**src/rtl/cdc_pkg.sv**
```systemverilog
// cdc_pkg: shared definitions for the async-to-sync CDC receive path.
//   DW_DEFAULT - default data word width of the CDC Din bus
//   rx_state_e - receive handshake FSM states
package cdc_pkg;

    localparam int DW_DEFAULT = 64;

    typedef enum logic {
        RX_IDLE = 1'b0,   // So=0, waiting for a request
        RX_ACK  = 1'b1    // So=1, waiting for the request to return to zero
    } rx_state_e;

endpackage : cdc_pkg

```
**src/rtl/sync_fifo.sv**
```systemverilog
// sync_fifo: single-clock FIFO with extra-MSB pointers.
// Ports:
//   clk, rst_n          clock, asynchronous active-low reset
//   push, push_data     write request and word (ignored while full)
//   pop, pop_data       read request (ignored while empty), head word
//   full, empty, level  occupancy status, level in 0..DEPTH
module sync_fifo
    import cdc_pkg::*;
#(
    parameter  int DW    = DW_DEFAULT,
    parameter  int DEPTH = 4,
    localparam int AW    = $clog2(DEPTH),
    localparam int LW    = AW + 1
) (
    input  logic          clk,
    input  logic          rst_n,
    input  logic          push,
    input  logic [DW-1:0] push_data,
    input  logic          pop,
    output logic [DW-1:0] pop_data,
    output logic          full,
    output logic          empty,
    output logic [LW-1:0] level
);

    logic [LW-1:0] wr_ptr_q, wr_ptr_d;
    logic [LW-1:0] rd_ptr_q, rd_ptr_d;
    logic [DW-1:0] mem_q [DEPTH];
    logic          do_push, do_pop;

    // Status comes straight from the registered pointers, so a pop in the
    // current cycle never frees a slot for a push in the same cycle.
    assign empty    = (wr_ptr_q == rd_ptr_q);
    assign full     = (wr_ptr_q[AW] != rd_ptr_q[AW]) &&
                      (wr_ptr_q[AW-1:0] == rd_ptr_q[AW-1:0]);
    assign level    = wr_ptr_q - rd_ptr_q;
    assign pop_data = mem_q[rd_ptr_q[AW-1:0]];

    assign do_push  = push && !full;
    assign do_pop   = pop && !empty;

    always_comb begin
        wr_ptr_d = wr_ptr_q;
        rd_ptr_d = rd_ptr_q;
        if (do_push) wr_ptr_d = wr_ptr_q + LW'(1);
        if (do_pop)  rd_ptr_d = rd_ptr_q + LW'(1);
    end

    always_ff @(posedge clk or negedge rst_n) begin
        if (!rst_n) begin
            wr_ptr_q <= '0;
            rd_ptr_q <= '0;
        end else begin
            wr_ptr_q <= wr_ptr_d;
            rd_ptr_q <= rd_ptr_d;
        end
    end

    // Storage needs no reset: contents are only observable when not empty.
    always_ff @(posedge clk) begin
        if (do_push) mem_q[wr_ptr_q[AW-1:0]] <= push_data;
    end

endmodule : sync_fifo

```
**src/rtl/cdc_sync_rx.sv**
```systemverilog
// cdc_sync_rx: synchronous-side receiver of the CDC 4-phase word handshake.
// Captures one Din word per Si pulse into a FIFO and re-presents the words
// as a valid/ready stream; counts received words.
// Ports:
//   CLK, RESET           clock, asynchronous active-low reset
//   Din, Si, So          CDC word bus, request, acknowledge
//   out_data/valid/ready consumer stream
//   level                FIFO occupancy 0..DEPTH
//   rx_count             words accepted since reset, wraps mod 2^CW
module cdc_sync_rx
    import cdc_pkg::*;
#(
    parameter  int DW    = DW_DEFAULT,
    parameter  int DEPTH = 4,
    parameter  int CW    = 32,
    localparam int LW    = $clog2(DEPTH) + 1
) (
    input  logic          CLK,
    input  logic          RESET,
    input  logic [DW-1:0] Din,
    input  logic          Si,
    output logic          So,
    output logic [DW-1:0] out_data,
    output logic          out_valid,
    input  logic          out_ready,
    output logic [LW-1:0] level,
    output logic [CW-1:0] rx_count
);

    rx_state_e     state_q, state_d;
    logic [CW-1:0] rx_count_q, rx_count_d;
    logic          push, pop, full, empty;

    // Capture only on the IDLE->ACK transition, so each Si pulse yields
    // exactly one word; a full FIFO holds So low to stall the CDC.
    always_comb begin
        state_d = state_q;
        push    = 1'b0;
        unique case (state_q)
            RX_IDLE: begin
                if (Si && !full) begin
                    push    = 1'b1;
                    state_d = RX_ACK;
                end
            end
            RX_ACK: begin
                if (!Si) state_d = RX_IDLE;
            end
            default: state_d = RX_IDLE;
        endcase
    end

    assign rx_count_d = push ? rx_count_q + CW'(1) : rx_count_q;

    always_ff @(posedge CLK or negedge RESET) begin
        if (!RESET) begin
            state_q    <= RX_IDLE;
            rx_count_q <= '0;
        end else begin
            state_q    <= state_d;
            rx_count_q <= rx_count_d;
        end
    end

    // So is decoded from the state register so reset drops it immediately.
    assign So        = (state_q == RX_ACK);
    assign rx_count  = rx_count_q;
    assign out_valid = !empty;
    assign pop       = out_valid && out_ready;

    sync_fifo #(
        .DW    (DW),
        .DEPTH (DEPTH)
    ) u_fifo (
        .clk       (CLK),
        .rst_n     (RESET),
        .push      (push),
        .push_data (Din),
        .pop       (pop),
        .pop_data  (out_data),
        .full      (full),
        .empty     (empty),
        .level     (level)
    );

endmodule : cdc_sync_rx

```
**config.mk**
```make
export PLATFORM = sky130hd
export DESIGN_NAME = cdc_sync_rx
export DESIGN_NICKNAME = d
export VERILOG_FILES = /design/src/rtl/cdc_pkg.sv /design/src/rtl/sync_fifo.sv /design/src/rtl/cdc_sync_rx.sv
export SDC_FILE = /design/constraint.sdc
export NUM_CORES = 1
export LEC_CHECK = 0
export CORE_AREA = 2 2 153 155
export CTS_CLUSTER_DIAMETER = 30
export DETAILED_ROUTE_END_ITERATION = 16
export DIE_AREA = 0 0 155 157
export PLACE_DENSITY_LB_ADDON = 0.3
export SETUP_SLACK_MARGIN = 0.4
export SYNTH_ARGS = -nofsm -noshare
export SYNTH_HDL_FRONTEND = slang
export SYNTH_SLANG_ARGS = --single-unit
```
**constraint.sdc**
```tcl
create_clock -name CLK -period 6.64 [get_ports CLK]
set_clock_uncertainty 0.2 [all_clocks]
set_input_delay 0.664 -clock CLK [delete_from_list [all_inputs] [get_ports CLK]]
set_output_delay 0.664 -clock CLK [all_outputs]
set_load 0.005 [all_outputs]
```
[After elaboration in Yosys (flattened, before gate mapping)]
Memory sizes are Yosys's and may differ from the RTL's.
Index checks and enable logic that the tools add are counted.
Word-level totals
  register bits: 39
  memory bits (writable): 256
  input port bits: 68
  output and inout bits: 101
  logic and storage cells: 26
  memories kept: 1
Memories
  u_fifo.mem_q: words 4, bits a word 64, read ports 1, clocked after memory_dff 0, wr ports 1, line sync_fifo.sv:28  | logic [DW-1:0] mem_q [DEPTH];
Operators by class
  add/subtract/negate cells: 4
  equal/unequal tests: 3
  muxes and demuxes: 6
  bitwise logic cells: 1
  reductions and logical operators: 7
Operator list (number)
  $add 32x1->32 const B: 1
  $add 3x1->3 const B: 2
  $logic_and 1x1->1: 5
  $mux 1: 5
  $eq 3x3->1: 1
  $sub 3x3->3: 1
  $eq 2x2->1: 1
  $logic_not 1->1: 2
  $pmux 1 s2: 1
  $ne 1x1->1: 1
  $not 1->1: 1

[Longest topological paths before layout]
Gate-level depths: netlist (run 1).
  depth in word-level cells: 9
  mapped depth: 9
  depth with buffers taken out: 6

[By module]
A second synthesis (run 1) with hierarchy kept.
Second synthesis, totals
  cell total of the unflattened synthesis: 508
  area, all modules: 11227.0 um^2
By module, submodules not included
  sync_fifo: instances 1, cells each 379, area each 9695.5 um^2, sequential area each 7837.5 um^2
  cdc_sync_rx: instances 1, cells each 129, area each 1531.5 um^2, sequential area each 825.8 um^2

[Worst setup path before layout (run 1)]
No wires, ideal clock.
  path type: register to register
  start point: register u_fifo.rd_ptr_q[1]
  end point: memory u_fifo.mem_q[0][0] in the netlist's numbering, enable pin
  setup time: 0.429 ns
  arrival: 3.308 ns
  data required time: 6.011 ns
  path slack: 2.703 ns
  cell stages (with the launch flop): 9
  buffers on the path: 3
  clock period less this slack: 3.937 ns
  cells stage by stage: dfrtp_1 buf_2 buf_1 inv_1 ha_1 nand2_1 o21a_1 buf_2 and2_1
On the way
  cells in the longest elaborated chain, start to end: 9
RTL lines
  start, declared: line sync_fifo.sv:27  | logic [LW-1:0] rd_ptr_q, rd_ptr_d;
  start signal, assigned: line sync_fifo.sv:55  | rd_ptr_q <= rd_ptr_d;
  $eq 2x2->1 *: line sync_fifo.sv:35  | (wr_ptr_q[AW-1:0] == rd_ptr_q[AW-1:0]);
  $logic_and 1x1->1 *: line sync_fifo.sv:34  | assign full = (wr_ptr_q[AW] != rd_ptr_q[AW]) &&
  $logic_not 1->1 *: line sync_fifo.sv:39, cdc_sync_rx.sv:41
  $logic_and 1x1->1: line cdc_sync_rx.sv:41  | if (Si && !full) begin
  $mux 1: line cdc_sync_rx.sv:41
  $mux 1: line cdc_sync_rx.sv:39  | unique case (state_q)
  $logic_and 1x1->1 *: line sync_fifo.sv:39  | assign do_push = push && !full;
  $mux 1 *: line sync_fifo.sv:61  | if (do_push) mem_q[wr_ptr_q[AW-1:0]] <= push_data;
  $mux 1 (implied by the code) *: line sync_fifo.sv:61
  end, declared: line sync_fifo.sv:28
Mark *: on every way between the ends. The rest lies on a longest branch, timed or not.

[Worst setup path in the final report (run 1)]
  start point: register u_fifo.rd_ptr_q[0]
  end point: output out_data[17]
On the way
  cells in the longest elaborated chain, start to end: 1
RTL lines
  $mem_v2 4x64
  end, declared: line cdc_sync_rx.sv:23  | output logic [DW-1:0] out_data,
No other way between the ends.

==> out/metrics.cfg, run 1 <==
[synth]
syn-num-nets=585
synth_seq_area_share_pct=77.3
ys_warn_count=0
synth_cell_types=42
synth_edf_count=256
synth_area_leaders=edfxtp_1, mux4_2, dfrtp_1, xnor2_1, xor2_1
synth_ff_type=edfxtp_1
synthDominantCellAreaShare_pct=68.6
synthCells=508
yosysTopAreaCell=edfxtp_1
synth_area_um2=11200
async_reset_ff_share_pct=13.2
synth_seq_cells=295
syn_area_per_cell_um2=22.1

[critical_path]
crit_slowest_cell=dfrtp_4
critPathBufInv=2
path_cells=buf_4, mux4_2, clkdlybuf4s50_1
end_kind=output pin
worstSetupPathType=register to output pin
cp_top_family=buffers and inverters
path_max_fanout=41
cp.arrival_ps=3230
required_ps=5780
cp-start-kind=register
slowest_delay_ps=980

[route]
ant_nets=0
wirelength_um=22400
routed_via_density=5.43
remaining_drc_errors=0
drtPass1Iterations=4
drt_iter0_markers=433
vias=5666
wire_per_inst_um=21.5

[power]
power_leakage_nw=5.27
irDropWorstVdd_v=0.000280
power.density_nw_per_um2=456

[clock_tree]
cts_inserted_buffers=53
cts-htree-levels=2
post-cts-setup-buffers=0
clk_path_buf_depth=3
cts_resized=0
cts_tree=yes
postCtsHoldBufs=0
clkLatencyLatePin_ps=540
clockRootBuffer=clkbuf_16
clkSinkCount=295
clk_pin_slew_ps=50

[timing]
setup_violations=0
max_slew.worst_pin.slew_ps=1010
min_period_over_period_pct=61.7
slew_headroom_pct=32.5
max_freq_mhz=244
period_minus_slack_ps=4100
tns_ps=0
hold_violations=0
rsz0062_at_grt=no
slew_violations=0

[floorplan]
die_x_um=155
fp.dieH_um=157
start_util_pct=49.8
core_um2=22500
fp-row-count=55
pin_count=169
die_area_um2=24300

[placement]
dpl.cell_count=945
place_congestion=0.877
place_hpwl_um=13000
io_buffers=168

[finish]
drive_gt1_share_pct=23.3
diodes=0
final_common_cell=edfxtp_1
finalNonFillerCells=1044
area_delta_synth_final_pct=34.2
final_cell_mix=edfxtp_1, clkdlybuf4s50_1, mux4_2, clkbuf_16, dfrtp_1
fin_nets=792

[global_route]
grt_util_all_layers_pct=18.8
antenna_found_initial=0
grt_overflow=0
grt_pass1_wl_um=34700
grt_max_degree=69
grt_pass1_vias=6147

[worst_hold_path]
holdCritPathClass=register to register

[run]
maxCapViolCount=0

[outcome]
status=finished clean

-- state kept, by name, summed over array words and instances (netlist names) --
| name | count |
|---|---|
| So | 1 |
| rx_count | 32 |
| u_fifo.mem_q | 256 |
| u_fifo.rd_ptr_q | 3 |
| u_fifo.wr_ptr_q | 3 |
-- where the power goes --
group | switching [W] | internal [W]
Sequential | 0.000253 | 0.00231
Clock | 0.000915 | 0.00182
Combinational | 0.000586 | 0.000980
-- synthesized netlist by cell type, drive strengths merged (2+ instances only) --
cell type  count
and2           5
and3           3
inv            9
and4           3
dfrtp         39
buf           12
xor2          16
nand2         10
xnor2         21
nor3           9
mux4          64
nor2           5
mux2           2
nand3         11
nor4           5
nand4         12
edfxtp       256
ha             8
clkbuf         6
-- final cells by class --
class | instances | area [um2]
Timing Repair Buffer | 170 | 1700
Inverter | 9 | 33.8
Fill cell | 1446 | 7460
Clock inverter | 37 | 445
Tap cell | 285 | 357
Clock buffer | 62 | 1410
Multi-Input combinational cell | 186 | 2420
Sequential cell | 295 | 8670
-- through the flow --
step / hold slack [ps] / utilization (%) / total power [W] / area [um2] / worst slack (ps)
after floorplan: 168 / - / 0.00330 / 11200 / 2700
after global placement: 264 / 58.6 / 0.00416 / 13200 / 3030
after detailed placement: 262 / 58.6 / 0.00420 / 13200 / 2940
after CTS: 281 / 66.8 / 0.00696 / 15000 / 2390
after global routing: 298 / 66.8 / 0.00716 / 15000 / 2290
final: 276 / 66.8 / 0.00686 / 15000 / 2540
-- routing by layer --
layer | up-vias | track usage (%) | share of wire, %
li1 | 2517 | - | -
met1 | 2905 | 24.3 | 41
met2 | 203 | 31.5 | 50
met3 | 41 | 4.98 | 6.4
met4 | 0 | 5.91 | 2.1
met5 | - | 0 | 0
-- cells by family (layout without fill, tap and decap cells) --
logic type,count (synthesis),in the layout,synth area share (%)
xor gates and xnor gates,37,37,2.96
DFF,295,295,77.3
buffers and inverters,27,278,1.17
muxes,66,66,13.1
AOI/OAI and AO/OA,6,6,0.480
and+or+nand+nor,68,68,3.95
adders and majority gates,9,9,1.07
-- path summary, 6_finish.rpt --
kind                                     from                   to  slack (ps)  cells after the start
min reg2reg                      rx_count[31]         rx_count[31]         280                      1
max reg2reg                u_fifo.rd_ptr_q[1]  u_fifo.mem_q[1][26]        3000                      5
max                        u_fifo.rd_ptr_q[0]         out_data[17]        2540                      3
min                              rx_count[31]         rx_count[31]         280                      1
max in group asynchronous               RESET   u_fifo.rd_ptr_q[1]        5500                      2
min in group asynchronous               RESET          rx_count[7]         360                      2
No activity file was read; power rests on OpenSTA's default activity.
==> run 2: changes to the inputs <==
==> constraint.sdc (replaced) <==
create_clock -name CLK -period 3.77 [get_ports CLK]
set_clock_uncertainty 0.2 [all_clocks]
set_input_delay 0.377 -clock CLK [delete_from_list [all_inputs] [get_ports CLK]]
set_output_delay 0.377 -clock CLK [all_outputs]
set_load 0.005 [all_outputs]
==> run 2 against run 1 <==
Clock-buffer cell count rose by 3. Sequential power is 68% higher. Critical path depth unchanged. Non-clock buffer count rose by 8. Sequential cell count unchanged. Combinational power is 95% higher. Global-route usage up 0.18 points. Hold slack lost 260 ps.
==> out/metrics.cfg, run 2 (synthesis gave the netlist of run 1 again) <==
[route]
ant_nets=0
vias=5706
wire_per_inst_um=21.6
drt_iter0_markers=350
drtPass1Iterations=4
wirelength_um=22600
routed_via_density=5.45
remaining_drc_errors=0

[timing]
hold-worst-slack_ps=12.9
hold_violations=0
min_period_over_period_pct=83.7
fin_ws_ps=613
setup_violations=0
slew_violations=0
rsz0062_at_grt=no
slew_headroom_pct=48.4
max_freq_mhz=317
max_slew.worst_pin.slew_ps=772
tns_ps=0
period_minus_slack_ps=3160

[finish]
fill_cells=1458
final_cell_mix=edfxtp_1, clkdlybuf4s50_1, mux4_2, clkbuf_16, dfrtp_1
regArea_um2=8670
fin_nets=799
area_delta_synth_final_pct=33.1
diodes=0
drive_gt1_share_pct=22.6
largest_reg_flops=256
final_common_cell=edfxtp_1
multi_input_area_um2=2420

[outcome]
status=finished clean

[global_route]
busiest_layer=met2
grt_util_all_layers_pct=19.0
antenna_found_initial=0
met1_usage_pct=24.3
grt_overflow=0
grt_max_degree=67
grt_pass1_vias=6184
global_route.usage.met2_pct=32.6
globalRouteMet3Util_pct=4.35
grt_pass1_wl_um=35100

[clock_tree]
cts_inserted_buffers=52
postCtsHoldBufs=0
clockRootBuffer=clkbuf_16
clk_pin_slew_ps=50
clk_path_buf_depth=3
clkSinkCount=295
cts_tree=yes
cts-htree-levels=2
clkLatencyLatePin_ps=530

[critical_path]
cp-start-kind=register
end_kind=output pin
crit_start=u_fifo.rd_ptr_q[1]
cp.arrival_ps=2580
r2r_start=u_fifo.rd_ptr_q[1]
worstSetupPathType=register to output pin
required_ps=3190
path_max_fanout=44

[placement]
place_hpwl_um=13600
pre_cts_slack_ps=810
io_buffers=168
place_congestion=0.856

[floorplan]
start_util_pct=49.8
die_area_um2=24300
fp-row-count=55
die_x_um=155
pin_count=169
core_um2=22500
fp.dieH_um=157

[power]
power_leakage_nw=5.20
power.density_nw_per_um2=774
power_w=0.0116
irDropWorstVdd_v=0.000450

[run]
maxCapViolCount=0

[worst_hold_path]
holdCritPathClass=input pin to async pin

[run 2: per-layer routing]
metal / wire (um) / vias up
met4: 380 / 0
met1: 9320 / 2969
met2: 11700 / 177
li1: - / 2522
met5: 0 / -
met3: 1280 / 38
[run 2: report_power, final]
| part | leakage [nW] | internal, W | switching [W] |
|---|---|---|---|
| clock network | 0.777 | 0.00270 | 0.00151 |
| logic | 1.60 | 0.00178 | 0.00128 |
| registers | 2.83 | 0.00406 | 0.000223 |
| total | 5.20 | 0.00854 | 0.00301 |
[run 2: area by class of cell]
type / instances / share of cell area (%)
Tap cell: 285 / 2.39
Sequential cell: 295 / 58.1
Timing Repair Buffer: 178 / 12.2
Clock inverter: 29 / 1.42
Clock buffer: 65 / 9.39
Multi-Input combinational cell: 186 / 16.2
Inverter: 9 / 0.226
[run 2: worst paths after layout]
path / end / slack [ps] / depth (start not counted)
max reg2reg: u_fifo.mem_q[3][62] / 840 / 6
max: out_data[34] / 610 / 3
min: rx_count[10] / 10 / 2
min reg2reg: rx_count[31] / 300 / 1
min in group CLK: So / 220 / 2
max in group asynchronous: u_fifo.rd_ptr_q[0] / 3060 / 2
[run 2: metrics by stage]
step / area, um2 / cells / util, %
final: 14900 / 1047 / 66.3
after global routing: 14900 / 1047 / 66.3
after CTS: 14900 / 1047 / 66.3
after detailed placement: 13300 / 953 / 59.1
after global placement: 13300 / 953 / 59.1
after floorplan: 11200 / 508 / -
[run 2: critical path, cell delays in order, from the launching register on]
cell	delay, ps
dfrtp_4	670
buf_6	460
mux4_2	410
clkdlybuf4s50_1	490
[run 2: timing repair]
action / CTS / global route
endpoints found under the setup margin: 5 / 0
setup buffers: 0 / 0
gates resized for setup: 1 / 0
==> run 3: changes to the inputs <==
--- a/config.mk
+++ b/config.mk
@@ -5,10 +5,10 @@
 export SDC_FILE = /design/constraint.sdc
 export NUM_CORES = 1
 export LEC_CHECK = 0
-export CORE_AREA = 2 2 153 155
+export CORE_AREA = 2 2 155 157
 export CTS_CLUSTER_DIAMETER = 30
 export DETAILED_ROUTE_END_ITERATION = 16
-export DIE_AREA = 0 0 155 157
+export DIE_AREA = 0 0 157 159
 export PLACE_DENSITY_LB_ADDON = 0.3
 export SETUP_SLACK_MARGIN = 0.4
 export SYNTH_ARGS = -nofsm -noshare
==> constraint.sdc (replaced) <==
create_clock -name CLK -period 2.6 [get_ports CLK]
set_clock_uncertainty 0.2 [all_clocks]
set_input_delay 0.26 -clock CLK [delete_from_list [all_inputs] [get_ports CLK]]
set_output_delay 0.26 -clock CLK [all_outputs]
set_load 0.005 [all_outputs]
==> run 3 against run 2 <==
Final cell count up 6.8%. Design area up 3.6%. Register-to-register slack worse by 400 ps. Sequential share of layout area down 2.0 points. Via count up 3.5%. Core utilization up 0.37 points. Worst setup slack worse by 520 ps. Non-clock buffer count up 40. Critical path depth up 2. Power up 53%. Hold slack better by 160 ps. Critical path type unchanged. Critical endpoint is now out_data[61].
==> out/metrics.cfg, run 3 (synthesis gave the netlist of run 1 again) <==
[worst_hold_path]
holdCritPathClass=input pin to register
min_from=Din[23]

[clock_tree]
clk_path_buf_depth=3
cts-htree-levels=2
clockRootBuffer=clkbuf_16
cts_inserted_buffers=48
clkLatencyLatePin_ps=520
cts_tree=yes
clkSinkCount=295
clk_pin_slew_ps=50

[finish]
drive_gt1_share_pct=37.4
fin_nets=835
final_cell_mix=edfxtp_1, clkdlybuf4s50_1, mux4_2, buf_2, clkbuf_16
final_common_cell=edfxtp_1
fill_cells=1530
largest_reg_flops=256
finalNonFillerCells=1118
area_delta_synth_final_pct=38.0
final_cell_area_um2=15500

[placement]
place_hpwl_um=14300
io_buffers=168
place_congestion=0.870
dpl_cell_area_um2=13500
dpl.cell_count=999
pre_cts_slack_ps=202

[critical_path]
worstSetupPathType=register to output pin
end_kind=output pin
cp.arrival_ps=2050
r2r_start=u_fifo.rd_ptr_q[0]
cp-endpoint=out_data[61]
path_max_fanout=6
required_ps=2140
worst-r2r-cell-count=6
crit_start=u_fifo.rd_ptr_q[0]
reg2reg_to=u_fifo.mem_q[0][37]
cp-start-kind=register
r2r_slack_ps=440

[floorplan]
fp-row-count=56
start_util_pct=48.3
die_x_um=157
fp.dieH_um=159
pin_count=169
die_area_um2=25000
core_um2=23200

[route]
wirelength_um=24500
vias=5903
drt_iter0_markers=325
routed_via_density=5.28
drtPass1Iterations=4
remaining_drc_errors=0
ant_nets=0
wire_per_inst_um=21.9

[timing]
min_period_over_period_pct=96.4
max_slew.worst_pin.slew_ps=563
slew_headroom_pct=62.2
fin_ws_ps=94.1
max_freq_mhz=399
hold_violations=0
period_minus_slack_ps=2510
tns_ps=0
slew_violations=0
setup_violations=0
rsz0062_at_grt=yes

[power]
power_leakage_nw=5.55
irDropWorstVdd_v=0.000702
power.density_nw_per_um2=1140

[global_route]
grt_pass1_vias=6524
grt_util_all_layers_pct=20.0
grt_pass1_wl_um=37500
grt_overflow=0
antenna_found_initial=3
grt_max_degree=40

[run]
maxCapViolCount=0

[outcome]
status=finished clean

[run 3: cell types whose count changed in the layout (fill, tap and decap cells not counted), sizes merged, moves of 4 or more]
cell	delta
clkbuf	-15
bufinv	+4
buf	+106
inv	+5
clkinvlp	+5
clkdlybuf4s50	-68
[run 3: worst min path at each step]
stage	endpoint	cells past startpoint
4_1_cts	So	2
2_1_floorplan	So	0
5_1_grt	u_fifo.mem_q[2][56]	1
3_5_place_dp	rx_count[31]	1
3_3_place_gp	rx_count[31]	1
6_report	u_fifo.mem_q[0][23]	1
[run 3: metrics by stage]
step / total power, W / hold WS [ps] / util (%)
after floorplan: 0.00850 / -236 / -
after global placement: 0.0109 / 266 / 58.3
after detailed placement: 0.0110 / 278 / 58.3
after CTS: 0.0176 / 142 / 66.3
after global routing: 0.0184 / 155 / 66.6
final: 0.0176 / 168 / 66.7
[run 3: report_power, final]
part           leakage (nW)  internal (W)  total (W)  switching (W)
Clock                 0.768       0.00396    0.00626        0.00230
Combinational          1.95       0.00292    0.00520        0.00228
Sequential             2.83       0.00588    0.00617       0.000282
Total                  5.55        0.0128     0.0176        0.00486
[run 3: timing repair]
action / CTS / global route
pin swaps: 7 / 4
endpoints found under the setup margin: 290 / 315
hold buffers: 1 / 0
buffers inserted: 19 / 0
hold endpoints to repair: 39 / 0
gates resized for setup: 302 / 19
cloned: 8 / 0
[run 3: final cells by class]
cell class	count	area, um2	area share, %
diodes	2	5.00	0.0324
clock buffers	49	1200	7.79
clock inverters	40	435	2.82
inverters	9	33.8	0.218
multi-input cells	186	2510	16.2
flip-flops and latches	295	8670	56.1
well taps	319	399	2.58
repair buffers	218	2200	14.2
[run 3: layer usage]
layer	global-route usage, %	vias up	routed length [um]
met3	5.82	37	1670
met2	34.1	204	12500
li1	-	2602	-
met5	0	-	13
met1	25.1	3058	9910
met4	5.63	2	412
[run 3: worst max-delay path: stages, from the launching register on]
cell,delay (ps)
dfrtp_4,500
buf_4,150
buf_12,140
buf_16,150
mux4_2,420
buf_2,140
